<file path="config.mk">
export PLATFORM = sky130hd
export DESIGN_NAME = act_requant_stream
export DESIGN_NICKNAME = d
export VERILOG_FILES = /design/src/rtl/act_pkg.sv /design/src/rtl/act_sync_fifo.sv /design/src/rtl/act_requant_stream.sv
export SDC_FILE = /design/constraint.sdc
export NUM_CORES = 1
export LEC_CHECK = 0
export ABC_AREA = 1
export BUFFER_PORTS_ARGS = -buffer_cell sky130_fd_sc_hd__buf_2
export CAP_MARGIN = 20
export CORE_ASPECT_RATIO = 1.25
export CORE_MARGIN = 8
export CORE_UTILIZATION = 44
export DETAILED_ROUTE_END_ITERATION = 8
export GPL_ROUTABILITY_DRIVEN = 0
export HOLD_SLACK_MARGIN = 0.08
export PLACE_DENSITY = 0.65
export SLEW_MARGIN = 20
export SYNTH_ARGS = -nofsm -noshare
export SYNTH_HDL_FRONTEND = slang
export SYNTH_SLANG_ARGS = --single-unit
</file>
<file path="constraint.sdc">
create_clock -name clk -period 15.3 [get_ports clk]
set_input_delay 3.06 -clock clk [delete_from_list [all_inputs] [get_ports clk]]
set_output_delay 3.06 -clock clk [all_outputs]
set_load 0.02 [all_outputs]
</file>
<file path="src/rtl/act_pkg.sv">
// Shared definitions for the activation requantizer: int8 activation range
// and the saturating narrow-to-activation helpers.
package act_pkg;

   localparam int OUT_W      = 8;
   localparam int ACT_QMIN   = -128;
   localparam int ACT_QMAX   = 127;
   // Width of the "wide" value handed to the saturation helpers; wide enough
   // for any rounded product of the default accumulator/scale widths.
   localparam int ACT_WIDE_W = 48;

   localparam logic signed [ACT_WIDE_W-1:0] ACT_WIDE_MAX = ACT_WIDE_W'(ACT_QMAX);
   localparam logic signed [ACT_WIDE_W-1:0] ACT_WIDE_MIN = ACT_WIDE_W'(ACT_QMIN);

   // Clamp a wide signed value onto the int8 activation range.
   function automatic logic signed [OUT_W-1:0] sat_to_act(input logic signed [ACT_WIDE_W-1:0] v);
      if (v > ACT_WIDE_MAX) begin
         return OUT_W'(ACT_QMAX);
      end
      if (v < ACT_WIDE_MIN) begin
         return OUT_W'(ACT_QMIN);
      end
      return v[OUT_W-1:0];
   endfunction

   // True when sat_to_act would have to clamp (either rail).
   function automatic logic act_is_sat(input logic signed [ACT_WIDE_W-1:0] v);
      return (v > ACT_WIDE_MAX) || (v < ACT_WIDE_MIN);
   endfunction

endpackage

</file>
<file path="src/rtl/act_sync_fifo.sv">
// Small synchronous FIFO with a registered head output. When the FIFO is
// empty the head register keeps the last value that was presented.
module act_sync_fifo #(
   parameter int DEPTH = 4,
   parameter int WIDTH = 8
) (
   input  logic                       clk,
   input  logic                       reset,
   input  logic                       push,
   input  logic [WIDTH-1:0]           push_data,
   input  logic                       pop,
   output logic [WIDTH-1:0]           head,
   output logic [$clog2(DEPTH):0]     count,
   output logic                       full,
   output logic                       empty
);

   localparam int AW = $clog2(DEPTH);
   localparam int CW = AW + 1;

   logic [WIDTH-1:0] r_mem [DEPTH];
   logic [AW-1:0]    r_wr_ptr;
   logic [AW-1:0]    r_rd_ptr;
   logic [CW-1:0]    r_count;
   logic [WIDTH-1:0] r_head;

   logic             w_push_ok;
   logic             w_pop_ok;
   logic [AW-1:0]    w_rd_next;
   logic [WIDTH-1:0] w_head_next;

   assign full      = (r_count == CW'(DEPTH));
   assign empty     = (r_count == '0);
   assign count     = r_count;
   assign head      = r_head;
   assign w_push_ok = push & (~full | pop);
   assign w_pop_ok  = pop & ~empty;
   assign w_rd_next = r_rd_ptr + 1'b1;

   // Storage array; no reset so it maps onto plain RAM.
   always_ff @(posedge clk) begin
      if (w_push_ok) begin
         r_mem[r_wr_ptr] <= push_data;
      end
   end

   // Next head: the entry behind the popped one, or fresh push data when the
   // FIFO is (or becomes) empty; otherwise hold.
   always_comb begin
      w_head_next = r_head;
      if (w_pop_ok) begin
         if (r_count > CW'(1)) begin
            w_head_next = r_mem[w_rd_next];
         end else if (w_push_ok) begin
            w_head_next = push_data;
         end
      end else if (empty && w_push_ok) begin
         w_head_next = push_data;
      end
   end

   // Pointers, occupancy and head register.
   always_ff @(posedge clk or posedge reset) begin
      if (reset) begin
         r_wr_ptr <= '0;
         r_rd_ptr <= '0;
         r_count  <= '0;
         r_head   <= '0;
      end else begin
         r_head <= w_head_next;
         if (w_push_ok) begin
            r_wr_ptr <= r_wr_ptr + 1'b1;
         end
         if (w_pop_ok) begin
            r_rd_ptr <= w_rd_next;
         end
         case ({w_push_ok, w_pop_ok})
            2'b10:   r_count <= r_count + 1'b1;
            2'b01:   r_count <= r_count - 1'b1;
            default: r_count <= r_count;
         endcase
      end
   end

endmodule

</file>
<file path="src/rtl/act_requant_stream.sv">
// Requantizes signed accumulator values to int8 tanh inputs:
// x = sat((acc * scale + round) >>> shift), two arithmetic stages then an
// output FIFO. Input is credit throttled so the pipeline never stalls.
// Optional feature macro REQUANT_SAT_CNT_EN adds the sat_count output.
module act_requant_stream
   import act_pkg::*;
#(
   parameter int ACC_W      = 24,
   parameter int SCALE_W    = 16,
   parameter int SHIFT_W    = 5,
   parameter int FIFO_DEPTH = 4
) (
   input  logic               clk,
   input  logic               reset,
   input  logic               in_valid,
   output logic               in_ready,
   input  logic [ACC_W-1:0]   in_data,
   input  logic               cfg_load,
   input  logic [SCALE_W-1:0] cfg_scale,
   input  logic [SHIFT_W-1:0] cfg_shift,
   output logic               cfg_err,
   output logic               busy,
   output logic               out_valid,
   input  logic               out_ready,
   output logic [OUT_W-1:0]   x_out
`ifdef REQUANT_SAT_CNT_EN
   ,
   output logic [15:0]        sat_count
`endif
);

   localparam int PROD_W = ACC_W + SCALE_W + 1;
   localparam int SUM_W  = PROD_W + 1;
   localparam int CNT_W  = $clog2(FIFO_DEPTH) + 1;

   logic [SCALE_W-1:0]       r_scale;
   logic [SHIFT_W-1:0]       r_shift;
   logic                     r_cfg_err;
   logic                     r_s1_valid;
   logic signed [PROD_W-1:0] r_s1_prod;
   logic                     r_s2_valid;
   logic [OUT_W-1:0]         r_s2_data;

   logic                         w_in_fire;
   logic                         w_cfg_accept;
   logic                         w_pop;
   logic                         w_empty;
   logic                         w_full;
   logic [CNT_W-1:0]             w_count;
   logic [CNT_W:0]               w_credit_sum;
   logic signed [PROD_W-1:0]     w_in_ext;
   logic signed [PROD_W-1:0]     w_scale_ext;
   logic signed [PROD_W-1:0]     w_prod;
   logic signed [SUM_W-1:0]      w_prod_ext;
   logic signed [SUM_W-1:0]      w_half;
   logic signed [SUM_W-1:0]      w_sum;
   logic signed [SUM_W-1:0]      w_shifted;
   logic signed [ACT_WIDE_W-1:0] w_wide;
   logic [OUT_W-1:0]             w_sat_val;

   assign w_in_fire    = in_valid & in_ready;
   assign busy         = r_s1_valid | r_s2_valid | (w_count != '0);
   // A config change is only safe with nothing in flight and nothing entering.
   assign w_cfg_accept = cfg_load & ~busy & ~w_in_fire;
   assign cfg_err      = r_cfg_err;

   // Credits: every value in S1/S2 already owns a FIFO slot, so a push never
   // finds the FIFO full. Registered state only; out_ready does not feed in.
   assign w_credit_sum = {1'b0, w_count}
                       + {{CNT_W{1'b0}}, r_s1_valid}
                       + {{CNT_W{1'b0}}, r_s2_valid};
   assign in_ready     = ~w_full & (w_credit_sum < (CNT_W+1)'(FIFO_DEPTH));

   // S1 product: scale is treated as unsigned, so it is zero extended.
   assign w_in_ext    = {{(PROD_W-ACC_W){in_data[ACC_W-1]}}, in_data};
   assign w_scale_ext = {{(PROD_W-SCALE_W){1'b0}}, r_scale};
   assign w_prod      = w_in_ext * w_scale_ext;

   // S2 rounding: add half an LSB of the result, then arithmetic shift
   // (round half toward +inf). One extra bit keeps the add from overflowing.
   assign w_prod_ext = {r_s1_prod[PROD_W-1], r_s1_prod};
   assign w_half     = (r_shift == '0) ? '0 : (SUM_W'(1) << (r_shift - SHIFT_W'(1)));
   assign w_sum      = w_prod_ext + w_half;
   assign w_shifted  = w_sum >>> r_shift;
   assign w_wide     = {{(ACT_WIDE_W-SUM_W){w_shifted[SUM_W-1]}}, w_shifted};
   assign w_sat_val  = sat_to_act(w_wide);

   // Runtime scale/shift and the rejected-load pulse.
   always_ff @(posedge clk or posedge reset) begin
      if (reset) begin
         r_scale   <= SCALE_W'(1);
         r_shift   <= '0;
         r_cfg_err <= 1'b0;
      end else begin
         r_cfg_err <= cfg_load & ~w_cfg_accept;
         if (w_cfg_accept) begin
            r_scale <= cfg_scale;
            r_shift <= cfg_shift;
         end
      end
   end

   // Two arithmetic stages; valids advance every cycle, data only when valid.
   always_ff @(posedge clk or posedge reset) begin
      if (reset) begin
         r_s1_valid <= 1'b0;
         r_s1_prod  <= '0;
         r_s2_valid <= 1'b0;
         r_s2_data  <= '0;
      end else begin
         r_s1_valid <= w_in_fire;
         r_s2_valid <= r_s1_valid;
         if (w_in_fire) begin
            r_s1_prod <= w_prod;
         end
         if (r_s1_valid) begin
            r_s2_data <= w_sat_val;
         end
      end
   end

   assign out_valid = ~w_empty;
   assign w_pop     = out_valid & out_ready;

   act_sync_fifo #(
      .DEPTH (FIFO_DEPTH),
      .WIDTH (OUT_W)
   ) u_fifo (
      .clk       (clk),
      .reset     (reset),
      .push      (r_s2_valid),
      .push_data (r_s2_data),
      .pop       (w_pop),
      .head      (x_out),
      .count     (w_count),
      .full      (w_full),
      .empty     (w_empty)
   );

`ifdef REQUANT_SAT_CNT_EN
   logic        w_clamped;
   logic [15:0] r_sat_cnt;

   assign w_clamped = act_is_sat(w_wide);
   assign sat_count = r_sat_cnt;

   // Count S2 results that hit a rail; sticks at all-ones, cleared on new config.
   always_ff @(posedge clk or posedge reset) begin
      if (reset) begin
         r_sat_cnt <= '0;
      end else if (w_cfg_accept) begin
         r_sat_cnt <= '0;
      end else if (r_s1_valid && w_clamped && (r_sat_cnt != 16'hFFFF)) begin
         r_sat_cnt <= r_sat_cnt + 16'd1;
      end
   end
`endif

endmodule

</file>
==> results of run 1 <==
-- tightest hold or removal path, stage by stage (launching register included) --
cell and delay (ps):
sky130_fd_sc_hd__dfrtp_1 340, sky130_fd_sc_hd__nand2_1 50, sky130_fd_sc_hd__o21ai_0 60
-- synthesized netlist by cell type (8+ instances only) --
cell type	instances
sky130_fd_sc_hd__nand2_1	1110
sky130_fd_sc_hd__inv_1	780
sky130_fd_sc_hd__fa_1	378
sky130_fd_sc_hd__nand3_1	344
sky130_fd_sc_hd__nor2_1	173
sky130_fd_sc_hd__ha_1	143
sky130_fd_sc_hd__clkbuf_1	134
sky130_fd_sc_hd__o21ai_0	104
sky130_fd_sc_hd__dfrtp_1	87
sky130_fd_sc_hd__a21oi_1	80
sky130_fd_sc_hd__edfxtp_1	32
sky130_fd_sc_hd__xnor2_1	26
sky130_fd_sc_hd__xor2_1	21
sky130_fd_sc_hd__buf_2	19
sky130_fd_sc_hd__mux2_2	16
sky130_fd_sc_hd__o211ai_1	15
sky130_fd_sc_hd__buf_1	13
sky130_fd_sc_hd__nand4_1	13
sky130_fd_sc_hd__a31oi_1	9
sky130_fd_sc_hd__nor3_1	9
sky130_fd_sc_hd__nand2_2	8
sky130_fd_sc_hd__nand3_2	8
-- sequential cells by signal (all words and copies together) (netlist names) --
register / flops
cfg_err: 1
r_s1_prod: 41
r_s1_valid: 1
r_s2_data: 8
r_s2_valid: 1
r_scale: 16
r_shift: 5
u_fifo.count: 3
u_fifo.head: 8
u_fifo.r_mem: 32
u_fifo.r_rd_ptr: 2
u_fifo.r_wr_ptr: 2
-- through the flow --
stage	hold WS [ps]	util [%]	instance area, um^2	cells
floorplan	352	-	25200	3607
global placement	464	45.6	25900	4271
detailed placement	470	45.6	25900	4271
CTS	488	46.7	26500	4303
global route	512	46.7	26500	4303
finish	481	46.7	26500	4303
-- cell families (layout without fill, tap and decap cells) --
kind of cell | count (synthesis) | after routing | share of synthesized area, %
multiplexers | 21 | 21 | 0.914
other | 1 | 1 | 0.0149
buffers and inverters | 956 | 902 | 14.4
flip-flops | 120 | 120 | 12.6
adder cells (fa/ha/maj) | 521 | 521 | 37.1
AND/OR/NAND/NOR | 1689 | 1689 | 27.6
XOR/XNOR | 47 | 47 | 1.63
AO/OA/AOI/OAI | 252 | 252 | 5.76
-- per-layer routing --
layer	vias up	share of wire [%]	global-route usage (%)
li1	10721	-	-
met1	10334	42	26.1
met2	542	50	37.5
met3	162	3.7	2.54
met4	0	4.3	9.39
met5	-	0	0
-- worst paths after layout --
| kind | slack [ps] | depth (start not counted) | to |
|---|---|---|---|
| setup reg to reg | 8270 | 26 | r_s1_prod[32]$_DFFE_PP0P_ |
| hold reg to reg | 480 | 2 | u_fifo.head[4]$_DFFE_PP0P_ |
| min in group asynchronous | 2540 | 2 | r_s1_prod[3]$_DFFE_PP0P_ |
| max in group asynchronous | 11540 | 3 | r_s1_prod[39]$_DFFE_PP0P_ |
| setup / recovery | 6490 | 27 | r_s1_prod[32]$_DFFE_PP0P_ |
| hold / removal | 480 | 2 | u_fifo.head[4]$_DFFE_PP0P_ |
-- cell usage in the layout (no fill, tap or decap), types with 32 or more instances in the layout --
master	n
sky130_fd_sc_hd__a21oi_1	80
sky130_fd_sc_hd__o21ai_0	104
sky130_fd_sc_hd__edfxtp_1	32
sky130_fd_sc_hd__nand2_1	1109
sky130_fd_sc_hd__nor2_1	173
sky130_fd_sc_hd__dfrtp_1	87
sky130_fd_sc_hd__ha_1	143
sky130_fd_sc_hd__buf_2	61
sky130_fd_sc_hd__nand3_1	344
sky130_fd_sc_hd__fa_1	378
sky130_fd_sc_hd__inv_1	779
-- area by class of cell --
type | count | area, um^2 | area share [%]
clock inverters | 15 | 175 | 0.660
flip-flops and latches | 120 | 3160 | 11.9
multi-input cells | 2531 | 18400 | 69.4
clock buffers | 17 | 425 | 1.60
inverters | 789 | 2960 | 11.2
repair buffers | 81 | 455 | 1.72
well taps | 750 | 938 | 3.54
==> run_summary.xml, run 1 <==
<?xml version="1.0" encoding="UTF-8"?>
<metrics>
  <group name="status">
    <metric name="run_status" unit="">complete, no violations</metric>
  </group>
  <group name="sta">
    <metric name="timing.final.crit_period" unit="ps">8810</metric>
    <metric name="timing.slew.headroom" unit="%">25.6</metric>
    <metric name="slew_violations" unit="">0</metric>
    <metric name="final.setup_skew" unit="ps">20.5</metric>
    <metric name="worstMarginPinSlew" unit="ps">1120</metric>
    <metric name="finalHoldViolCount" unit="">0</metric>
    <metric name="timing.final.ws_setup" unit="ps">6490</metric>
    <metric name="timing.final.crit_share" unit="%">57.6</metric>
    <metric name="grt_setup_unrepaired" unit="">no</metric>
    <metric name="clock.fmax" unit="MHz">113</metric>
    <metric name="final.setup.tns" unit="ps">0</metric>
    <metric name="total_setup_violations_reported_at_the_end_of_the_flow" unit="">0</metric>
  </group>
  <group name="setup_path">
    <metric name="cp_max_fo" unit="">16</metric>
    <metric name="cp_num_buf_inv" unit="">6</metric>
    <metric name="cp_top_family" unit="">adder cells</metric>
    <metric name="crit_type" unit="">in2reg</metric>
    <metric name="cp_slowest_stage_delay" unit="ps">580</metric>
    <metric name="endpoint_type_of_the_worst_setup_path" unit="">register</metric>
    <metric name="worst_ep_arrival_time" unit="ps">9130</metric>
    <metric name="regToRegStartpoint" unit="">r_scale[7]$_DFFE_PP0P_</metric>
    <metric name="cpMaxStageDelayCell" unit="">sky130_fd_sc_hd__fa_1</metric>
    <metric name="crit_path_start" unit="">in_data[1]</metric>
    <metric name="critPathRequiredTime" unit="ps">15620</metric>
    <metric name="crit_path_start_kind" unit="">input pin</metric>
  </group>
  <group name="yosys">
    <metric name="ys_top_cells_by_area" unit="">sky130_fd_sc_hd__fa_1, sky130_fd_sc_hd__nand2_1, sky130_fd_sc_hd__inv_1, sky130_fd_sc_hd__dfrtp_1, sky130_fd_sc_hd__ha_1</metric>
    <metric name="synthDominantAreaCellType" unit="">sky130_fd_sc_hd__fa_1</metric>
    <metric name="synthFlopType" unit="">sky130_fd_sc_hd__dfrtp_1</metric>
    <metric name="synthesis_warning_total" unit="">0</metric>
    <metric name="syn-instance-count" unit="">3607</metric>
    <metric name="mappedNetlistNets" unit="">4178</metric>
    <metric name="netlist_area" unit="um^2">25200</metric>
    <metric name="synth_sequential_area_ratio" unit="%">12.6</metric>
    <metric name="synth.ff_latch_count" unit="">120</metric>
    <metric name="netlist.area_leader.share" unit="%">30.0</metric>
    <metric name="synth_area_per_cell" unit="um^2">6.99</metric>
    <metric name="synth_edf_count" unit="">32</metric>
    <metric name="synth_cell_type_count" unit="">48</metric>
    <metric name="share_of_synthesized_flip_flops_with_an_asynchronous_set_or_reset" unit="%">73.3</metric>
  </group>
  <group name="placement">
    <metric name="placement.io_buffers" unit="">61</metric>
    <metric name="hpwlAfterDp" unit="um">56500</metric>
    <metric name="worst_setup_slack_post_dpl" unit="ps">6010</metric>
  </group>
  <group name="clocking">
    <metric name="clock_latency" unit="ps">480</metric>
    <metric name="postCtsHoldBufs" unit="">0</metric>
    <metric name="clockBufferDepth" unit="">2</metric>
    <metric name="cts_tree" unit="">built</metric>
    <metric name="cts_resized" unit="">0</metric>
    <metric name="clk_transition_reported_paths" unit="ps">70</metric>
    <metric name="cts_made_buffers" unit="">17</metric>
    <metric name="clockRootBuffer" unit="">sky130_fd_sc_hd__clkbuf_16</metric>
    <metric name="number_of_h_tree_levels" unit="">4</metric>
    <metric name="cts.sink_count" unit="">120</metric>
    <metric name="cts_post_setup_buffers_inserted" unit="">0</metric>
  </group>
  <group name="floorplanning">
    <metric name="dieArea" unit="um^2">65200</metric>
    <metric name="die_h" unit="um">284</metric>
    <metric name="core_rows" unit="">98</metric>
    <metric name="core_area" unit="um^2">56900</metric>
    <metric name="die_x" unit="um">230</metric>
    <metric name="ios" unit="">62</metric>
    <metric name="floorplan.initialDensity" unit="%">44.3</metric>
  </group>
  <group name="cells_and_area">
    <metric name="diodes" unit="">0</metric>
    <metric name="finish.net_count" unit="">4111</metric>
    <metric name="synthToLayoutAreaGrowth" unit="%">5.34</metric>
    <metric name="layout-drive-gt1-share" unit="%">4.95</metric>
    <metric name="fill_cell_count" unit="">5894</metric>
  </group>
  <group name="grt">
    <metric name="grt_pass1_vias" unit="">22231</metric>
    <metric name="grt_pass1_wl" unit="um">113000</metric>
    <metric name="antenna_found_initial" unit="">1</metric>
    <metric name="grt_start_max_net_pins" unit="">72</metric>
    <metric name="globalRoute.totalOverflow" unit="">0</metric>
    <metric name="globalRouteTotalUtil" unit="%">21.4</metric>
  </group>
  <group name="drt">
    <metric name="drt-initial-drc-count" unit="">1498</metric>
    <metric name="detail_route.drc_violations" unit="">0</metric>
    <metric name="antenna_viol_nets_final" unit="">0</metric>
    <metric name="first_pass_iteration_count_of_the_detailed_router" unit="">5</metric>
    <metric name="postRouteWirelength" unit="um">68100</metric>
    <metric name="wl_per_cell" unit="um">15.8</metric>
    <metric name="total_via_count_in_the_routed_design" unit="">21759</metric>
    <metric name="routed_via_density" unit="">5.06</metric>
  </group>
  <group name="hold_path">
    <metric name="timing.hold.worst.start" unit="">u_fifo.head[4]$_DFFE_PP0P_</metric>
    <metric name="hold_path.class" unit="">reg2reg</metric>
  </group>
  <group name="flow_run">
    <metric name="maxCapViolations" unit="">0</metric>
  </group>
</metrics>
Power of run 1 is left out: the tool's default activity adds up to more than one toggle a clock period on the data nets, which glitch-free logic cannot reach.
==> run 2, diff against run 1 <==
--- a/config.mk
+++ b/config.mk
@@ -14,7 +14,7 @@
 export DETAILED_ROUTE_END_ITERATION = 8
 export GPL_ROUTABILITY_DRIVEN = 0
 export HOLD_SLACK_MARGIN = 0.08
-export PLACE_DENSITY = 0.65
+export PLACE_DENSITY = 0.67
 export SLEW_MARGIN = 20
 export SYNTH_ARGS = -nofsm -noshare
 export SYNTH_HDL_FRONTEND = slang
==> constraint.sdc (replaced) <==
create_clock -name clk -period 7.25 [get_ports clk]
set_input_delay 1.45 -clock clk [delete_from_list [all_inputs] [get_ports clk]]
set_output_delay 1.45 -clock clk [all_outputs]
set_load 0.02 [all_outputs]
==> run 2 against run 1 <==
  * Clock skew down 1.8 ps
  * Count of clock-buffer cells in the layout up 3
  * Via count increased by 1.8%
==> run_summary.xml, run 2 (synthesis results as in run 1) <==
<?xml version="1.0" encoding="UTF-8"?>
<metrics>
  <group name="cells_and_area">
    <metric name="diodes" unit="">0</metric>
    <metric name="layout.cells.most_common" unit="">sky130_fd_sc_hd__nand2_1</metric>
    <metric name="finish.net_count" unit="">4224</metric>
    <metric name="multi_input_gate_area" unit="um^2">18400</metric>
    <metric name="synthToLayoutAreaGrowth" unit="%">8.76</metric>
    <metric name="instances_no_fill" unit="">4416</metric>
    <metric name="most-common-layout-cells" unit="">sky130_fd_sc_hd__nand2_1, sky130_fd_sc_hd__inv_1, sky130_fd_sc_hd__fa_1</metric>
    <metric name="fill_cell_count" unit="">5829</metric>
    <metric name="number_of_flip_flops_in_the_largest_register" unit="">41</metric>
    <metric name="layout-drive-gt1-share" unit="%">7.86</metric>
    <metric name="registers.top_by_ff_count" unit="">r_s1_prod</metric>
    <metric name="postLayoutCoreUtil" unit="%">48.2</metric>
    <metric name="area.sequential" unit="um^2">3160</metric>
    <metric name="layout_top_registers" unit="">r_s1_prod (41), u_fifo.r_mem (32), r_scale (16)</metric>
  </group>
  <group name="clocking">
    <metric name="clk_transition_reported_paths" unit="ps">60</metric>
    <metric name="cts_post_setup_buffers_inserted" unit="">0</metric>
    <metric name="cts_tree" unit="">built</metric>
    <metric name="postCtsHoldBufs" unit="">0</metric>
    <metric name="cts_made_buffers" unit="">17</metric>
    <metric name="clock_latency" unit="ps">450</metric>
    <metric name="clockRootBuffer" unit="">sky130_fd_sc_hd__clkbuf_16</metric>
    <metric name="cts_resized" unit="">0</metric>
    <metric name="number_of_h_tree_levels" unit="">4</metric>
    <metric name="clockBufferDepth" unit="">2</metric>
    <metric name="cts.sink_count" unit="">120</metric>
  </group>
  <group name="grt">
    <metric name="grt_pass1_vias" unit="">22775</metric>
    <metric name="globalRouteTotalUtil" unit="%">21.3</metric>
    <metric name="grt_start_max_net_pins" unit="">73</metric>
    <metric name="grt_pass1_wl" unit="um">114000</metric>
    <metric name="globalRoute.totalOverflow" unit="">0</metric>
    <metric name="antenna_found_initial" unit="">0</metric>
  </group>
  <group name="setup_path">
    <metric name="cpMaxStageDelayCell" unit="">sky130_fd_sc_hd__fa_1</metric>
    <metric name="cp_common_cell" unit="">sky130_fd_sc_hd__fa_1</metric>
    <metric name="cp_slowest_stage_delay" unit="ps">560</metric>
    <metric name="cp_num_buf_inv" unit="">6</metric>
    <metric name="crit_path_start_kind" unit="">input pin</metric>
    <metric name="endpoint_type_of_the_worst_setup_path" unit="">register</metric>
    <metric name="crit_type" unit="">in2reg</metric>
    <metric name="critPathRequiredTime" unit="ps">7540</metric>
    <metric name="cp_top_family" unit="">adder cells</metric>
    <metric name="path_cells" unit="">buf_2 -&gt; buf_4 -&gt; nand2_1 -&gt; inv_1 -&gt; fa_1 -&gt; fa_1 -&gt; inv_1 -&gt; fa_1 -&gt; fa_1 -&gt; fa_1 -&gt; inv_1 -&gt; fa_1 -&gt; ha_1 -&gt; a21oi_1 -&gt; o21ai_0 -&gt; o21bai_1 -&gt; a21boi_2 -&gt; buf_4 -&gt; nand3b_1 -&gt; nand2_1 -&gt; a31o_2 -&gt; or2_2 -&gt; nand3_1 -&gt; o21ai_0</metric>
    <metric name="crit_path_start" unit="">in_data[6]</metric>
    <metric name="worst_ep_arrival_time" unit="ps">7240</metric>
    <metric name="cp_max_fo" unit="">4</metric>
    <metric name="regToRegStartpoint" unit="">r_scale[3]$_DFFE_PP0P_</metric>
  </group>
  <group name="sta">
    <metric name="clock.fmax" unit="MHz">144</metric>
    <metric name="total_setup_violations_reported_at_the_end_of_the_flow" unit="">0</metric>
    <metric name="timing.final.crit_period" unit="ps">6950</metric>
    <metric name="finalHoldViolCount" unit="">0</metric>
    <metric name="timing.final.crit_share" unit="%">95.9</metric>
    <metric name="grt_setup_unrepaired" unit="">no</metric>
    <metric name="timing.slew.headroom" unit="%">32.9</metric>
    <metric name="timing.final.ws_setup" unit="ps">297</metric>
    <metric name="slew_violations" unit="">0</metric>
    <metric name="worstMarginPinSlew" unit="ps">1010</metric>
    <metric name="final.setup_skew" unit="ps">18.6</metric>
  </group>
  <group name="hold_path">
    <metric name="hold_path.class" unit="">reg2reg</metric>
    <metric name="timing.hold.worst.start" unit="">u_fifo.head[6]$_DFFE_PP0P_</metric>
  </group>
  <group name="flow_run">
    <metric name="maxCapViolations" unit="">0</metric>
  </group>
  <group name="drt">
    <metric name="drt-initial-drc-count" unit="">1550</metric>
    <metric name="postRouteWirelength" unit="um">68200</metric>
    <metric name="wl_per_cell" unit="um">15.4</metric>
    <metric name="detail_route.drc_violations" unit="">0</metric>
    <metric name="total_via_count_in_the_routed_design" unit="">22148</metric>
    <metric name="first_pass_iteration_count_of_the_detailed_router" unit="">9</metric>
    <metric name="routed_via_density" unit="">5.02</metric>
    <metric name="antenna_viol_nets_final" unit="">0</metric>
  </group>
  <group name="floorplanning">
    <metric name="core_rows" unit="">98</metric>
    <metric name="core_area" unit="um^2">56900</metric>
    <metric name="die_h" unit="um">284</metric>
    <metric name="die_x" unit="um">230</metric>
    <metric name="ios" unit="">62</metric>
    <metric name="dieArea" unit="um^2">65200</metric>
    <metric name="floorplan.initialDensity" unit="%">44.3</metric>
  </group>
  <group name="placement">
    <metric name="worst_setup_slack_post_dpl" unit="ps">-129</metric>
    <metric name="placement.io_buffers" unit="">61</metric>
    <metric name="place.detailed.instances" unit="">4384</metric>
    <metric name="hpwlAfterDp" unit="um">57700</metric>
  </group>
  <group name="status">
    <metric name="run_status" unit="">complete, no violations</metric>
  </group>
</metrics>
[run 2: changes by cell type in the layout (fill, tap and decap cells not counted), sizes merged]
cell / change
buf: +113
inv: -5
clkbuf: +3
clkinvlp: +2
[run 2: area by class of cell]
type / instances / share of cell area (%)
multi-input combinational: 2531 / 67.2
inverter: 789 / 10.8
clock buffer: 20 / 1.67
sequential: 120 / 11.5
tap: 750 / 3.42
clock inverter: 12 / 0.429
timing repair buffer: 194 / 4.91
[run 2: final timing paths]
kind / end / slack [ps] / cells past startpoint
worst max-delay path: r_s1_prod[38]$_DFFE_PP0P_ / 300 / 24
worst min-delay path: u_fifo.head[6]$_DFFE_PP0P_ / 480 / 2
worst max register to register: r_s1_prod[37]$_DFFE_PP0P_ / 570 / 21
worst min register to register: u_fifo.head[6]$_DFFE_PP0P_ / 480 / 2
max in group asynchronous: r_scale[5]$_DFFE_PP0P_ / 5320 / 3
min in group asynchronous: r_s2_valid$_DFF_PP0_ / 930 / 2
[run 2: layer usage]
| layer | share of wire (%) | GRT usage (%) | vias up |
|---|---|---|---|
| met5 | 0 | 0 | - |
| met4 | 4.2 | 8.88 | 0 |
| met3 | 4.0 | 2.09 | 155 |
| met2 | 50 | 37.9 | 556 |
| met1 | 42 | 26.1 | 10474 |
| li1 | - | - | 10963 |
[run 2: worst min-delay path, cell delays in order (launching register included)]
cell and delay, ps:
sky130_fd_sc_hd__dfrtp_1 340, sky130_fd_sc_hd__nand2_1 50, sky130_fd_sc_hd__o21ai_0 60
[run 2: through the flow]
| stage | hold WS, ps | setup TNS [ps] | cell area (um^2) |
|---|---|---|---|
| final | 480 | 0 | 27400 |
| after global routing | 499 | 0 | 27400 |
| after CTS | 485 | 0 | 27400 |
| after detailed placement | 469 | -507 | 26800 |
| after global placement | 464 | -244 | 26800 |
| after floorplan | 352 | 0 | 25200 |
Power of run 2 is left out for the same reason.
==> run 3, diff against run 2 <==
--- a/config.mk
+++ b/config.mk
@@ -8,13 +8,16 @@
 export ABC_AREA = 1
 export BUFFER_PORTS_ARGS = -buffer_cell sky130_fd_sc_hd__buf_2
 export CAP_MARGIN = 20
+export CELL_PAD_IN_SITES_DETAIL_PLACEMENT = 1
+export CELL_PAD_IN_SITES_GLOBAL_PLACEMENT = 2
 export CORE_ASPECT_RATIO = 1.25
 export CORE_MARGIN = 8
-export CORE_UTILIZATION = 44
+export CORE_UTILIZATION = 34
 export DETAILED_ROUTE_END_ITERATION = 8
 export GPL_ROUTABILITY_DRIVEN = 0
 export HOLD_SLACK_MARGIN = 0.08
-export PLACE_DENSITY = 0.67
+export PLACE_DENSITY = 0.84
+export RECOVER_POWER = 100
 export SLEW_MARGIN = 20
 export SYNTH_ARGS = -nofsm -noshare
 export SYNTH_HDL_FRONTEND = slang
==> run 3 against run 2 <==
  * The flow now finishes with violations (max-capacitance violations, max-slew violations)
  * Hold slack improved by 8.9 ps
  * Critical path type unchanged
  * Die area increased by 27%
  * Cell count increased by 5.5%
  * Utilization decreased by 10 points
  * Largest cell class unchanged
  * Register-to-register slack got worse by 70 ps
  * First-iteration DRC count decreased by 37%
  * Fmax about the same
==> run_summary.xml, run 3 (synthesis results as in run 1) <==
<?xml version="1.0" encoding="UTF-8"?>
<metrics>
  <group name="sta">
    <metric name="timing.final.crit_share" unit="%">96.0</metric>
    <metric name="worstMarginPinSlew" unit="ps">4110</metric>
    <metric name="final.setup_skew" unit="ps">27.4</metric>
    <metric name="total_setup_violations_reported_at_the_end_of_the_flow" unit="">0</metric>
    <metric name="slew_violations" unit="">70</metric>
    <metric name="finalHoldViolCount" unit="">0</metric>
    <metric name="clock.fmax" unit="MHz">144</metric>
    <metric name="timing.slew.headroom" unit="%">-174</metric>
    <metric name="grt_setup_unrepaired" unit="">no</metric>
    <metric name="timing.final.crit_period" unit="ps">6960</metric>
  </group>
  <group name="setup_path">
    <metric name="critical_path_depth" unit="">24</metric>
    <metric name="cp_slowest_stage_delay" unit="ps">540</metric>
    <metric name="worst_ep_arrival_time" unit="ps">7270</metric>
    <metric name="cp_top_family" unit="">adder cells</metric>
    <metric name="cp_common_cell" unit="">sky130_fd_sc_hd__fa_1</metric>
    <metric name="cp_num_buf_inv" unit="">6</metric>
    <metric name="cpMaxStageDelayCell" unit="">sky130_fd_sc_hd__fa_1</metric>
    <metric name="regToRegStartpoint" unit="">r_scale[3]$_DFFE_PP0P_</metric>
    <metric name="reg2regPathDepth" unit="">24</metric>
    <metric name="register_to_register_setup_slack" unit="ps">500</metric>
    <metric name="endpoint_type_of_the_worst_setup_path" unit="">register</metric>
    <metric name="crit_type" unit="">in2reg</metric>
    <metric name="path_cells" unit="">buf_2 -&gt; buf_4 -&gt; nand2_1 -&gt; fa_1 -&gt; fa_1 -&gt; fa_1 -&gt; inv_1 -&gt; fa_1 -&gt; inv_1 -&gt; fa_1 -&gt; inv_1 -&gt; fa_1 -&gt; ha_1 -&gt; a21oi_1 -&gt; o21ai_0 -&gt; o21bai_1 -&gt; a21boi_2 -&gt; buf_4 -&gt; nand3b_1 -&gt; nand2_1 -&gt; a31o_2 -&gt; or2_2 -&gt; nand3_1 -&gt; o21ai_0</metric>
    <metric name="crit_path_start_kind" unit="">input pin</metric>
    <metric name="cp_max_fo" unit="">8</metric>
    <metric name="critPathRequiredTime" unit="ps">7560</metric>
    <metric name="r2r_end" unit="">r_s1_prod[38]$_DFFE_PP0P_</metric>
  </group>
  <group name="cells_and_area">
    <metric name="layout.cells.most_common" unit="">sky130_fd_sc_hd__nand2_1</metric>
    <metric name="instances_no_fill" unit="">4661</metric>
    <metric name="layout-drive-gt1-share" unit="%">8.11</metric>
    <metric name="most-common-layout-cells" unit="">sky130_fd_sc_hd__nand2_1, sky130_fd_sc_hd__inv_1, sky130_fd_sc_hd__fa_1</metric>
    <metric name="diodes" unit="">0</metric>
    <metric name="layout_top_registers" unit="">r_s1_prod (41), u_fifo.r_mem (32), r_scale (16)</metric>
    <metric name="number_of_flip_flops_in_the_largest_register" unit="">41</metric>
    <metric name="finish.net_count" unit="">4259</metric>
    <metric name="registers.top_by_ff_count" unit="">r_s1_prod</metric>
    <metric name="synthToLayoutAreaGrowth" unit="%">10.6</metric>
  </group>
  <group name="floorplanning">
    <metric name="die_h" unit="um">320</metric>
    <metric name="core_rows" unit="">111</metric>
    <metric name="ios" unit="">62</metric>
    <metric name="floorplan.initialDensity" unit="%">34.4</metric>
    <metric name="core_area" unit="um^2">73300</metric>
    <metric name="die_x" unit="um">259</metric>
    <metric name="dieArea" unit="um^2">83100</metric>
  </group>
  <group name="clocking">
    <metric name="clockRootBuffer" unit="">sky130_fd_sc_hd__clkbuf_16</metric>
    <metric name="clockBufferDepth" unit="">2</metric>
    <metric name="postCtsHoldBufs" unit="">0</metric>
    <metric name="cts.sink_count" unit="">120</metric>
    <metric name="clock_latency" unit="ps">490</metric>
    <metric name="clk_transition_reported_paths" unit="ps">70</metric>
    <metric name="cts_tree" unit="">built</metric>
    <metric name="number_of_h_tree_levels" unit="">4</metric>
    <metric name="cts_made_buffers" unit="">17</metric>
  </group>
  <group name="drt">
    <metric name="first_pass_iteration_count_of_the_detailed_router" unit="">5</metric>
    <metric name="routed_via_density" unit="">4.86</metric>
    <metric name="total_via_count_in_the_routed_design" unit="">22670</metric>
    <metric name="wl_per_cell" unit="um">17.7</metric>
    <metric name="antenna_viol_nets_final" unit="">0</metric>
    <metric name="drt-initial-drc-count" unit="">979</metric>
    <metric name="detail_route.drc_violations" unit="">0</metric>
    <metric name="postRouteWirelength" unit="um">82300</metric>
  </group>
  <group name="grt">
    <metric name="grt_start_max_net_pins" unit="">70</metric>
    <metric name="globalRouteTotalUtil" unit="%">20.0</metric>
    <metric name="antenna_found_initial" unit="">0</metric>
    <metric name="grt_pass1_wl" unit="um">133000</metric>
    <metric name="globalRoute.totalOverflow" unit="">0</metric>
    <metric name="grt_pass1_vias" unit="">24758</metric>
  </group>
  <group name="hold_path">
    <metric name="timing.hold.worst.start" unit="">u_fifo.head[3]$_DFFE_PP0P_</metric>
    <metric name="whs_path_depth" unit="">2</metric>
    <metric name="hold_path_end" unit="">u_fifo.head[3]$_DFFE_PP0P_</metric>
    <metric name="hold_path.class" unit="">reg2reg</metric>
  </group>
  <group name="placement">
    <metric name="place.detailed.instances" unit="">4628</metric>
    <metric name="placement.io_buffers" unit="">61</metric>
    <metric name="hpwlAfterDp" unit="um">71200</metric>
  </group>
  <group name="flow_run">
    <metric name="maxCapViolations" unit="">1</metric>
  </group>
  <group name="status">
    <metric name="failed_checks" unit="">max-capacitance violations, max-slew violations</metric>
    <metric name="run_status" unit="">finished with violations</metric>
  </group>
</metrics>
## run 3: cell count changes in the layout (fill, tap and decap cells not counted), sizes merged
cell and delta:
clkbuf +27, buf +5, inv +5, clkinvlp -3, clkinv +2, bufinv -1
## run 3: layout make-up
cell class                 count  area [um^2]
clock buffer                  17          425
clock inverter                15          169
fill                        9462        45500
inverter                     789         2960
multi-input combinational   2531        18400
sequential                   120         3170
tap                          960         1200
timing repair buffer         229         1530
## run 3: per-layer routing
layer | vias up | part of all wire (%) | global-route usage, %
li1 | 10990 | - | -
met1 | 11252 | 42 | 23.7
met2 | 297 | 52 | 37.1
met3 | 131 | 2.0 | 1.76
met4 | 0 | 4.0 | 7.43
met5 | - | 0 | 0
## run 3: stage by stage
stage          instance area (um^2)  utilization [%]  TNS (ps)  hold WS, ps  setup WS, ps
3_5_place_dp                  27300             37.3     -1490          476          -239
6_report                      27900             38.0         0          489           292
4_1_cts                       27900             38.1         0          493           269
2_1_floorplan                 25200                -         0          352          3.53
5_1_grt                       27900             38.0         0          513          13.2
3_3_place_gp                  27300             37.3      -378          463         -90.0
## run 3: worst max-delay path by stage
| stage | slack, ps | startpoint | end |
|---|---|---|---|
| after floorplan | 4 | in_data[6] | r_s1_prod[32]$_DFFE_PP0P_ |
| after global placement | -90 | in_data[7] | r_s1_prod[38]$_DFFE_PP0P_ |
| after detailed placement | -240 | in_data[10] | r_s1_prod[32]$_DFFE_PP0P_ |
| after CTS | 270 | in_data[10] | r_s1_prod[32]$_DFFE_PP0P_ |
| after global routing | 10 | in_data[3] | r_s1_prod[31]$_DFFE_PP0P_ |
| final | 290 | in_data[6] | r_s1_prod[38]$_DFFE_PP0P_ |
## run 3: timing repair
item	in CTS	in global routing
setup buffers	0	0
endpoints found under the setup margin	0	7
gates resized for setup	0	4
## run 3: tightest hold or removal path, cell delays in order, from the launching register on
cell and delay, ps:
sky130_fd_sc_hd__dfrtp_1 340, sky130_fd_sc_hd__nand2_1 50, sky130_fd_sc_hd__o21ai_0 60
Power of run 3 is left out for the same reason.
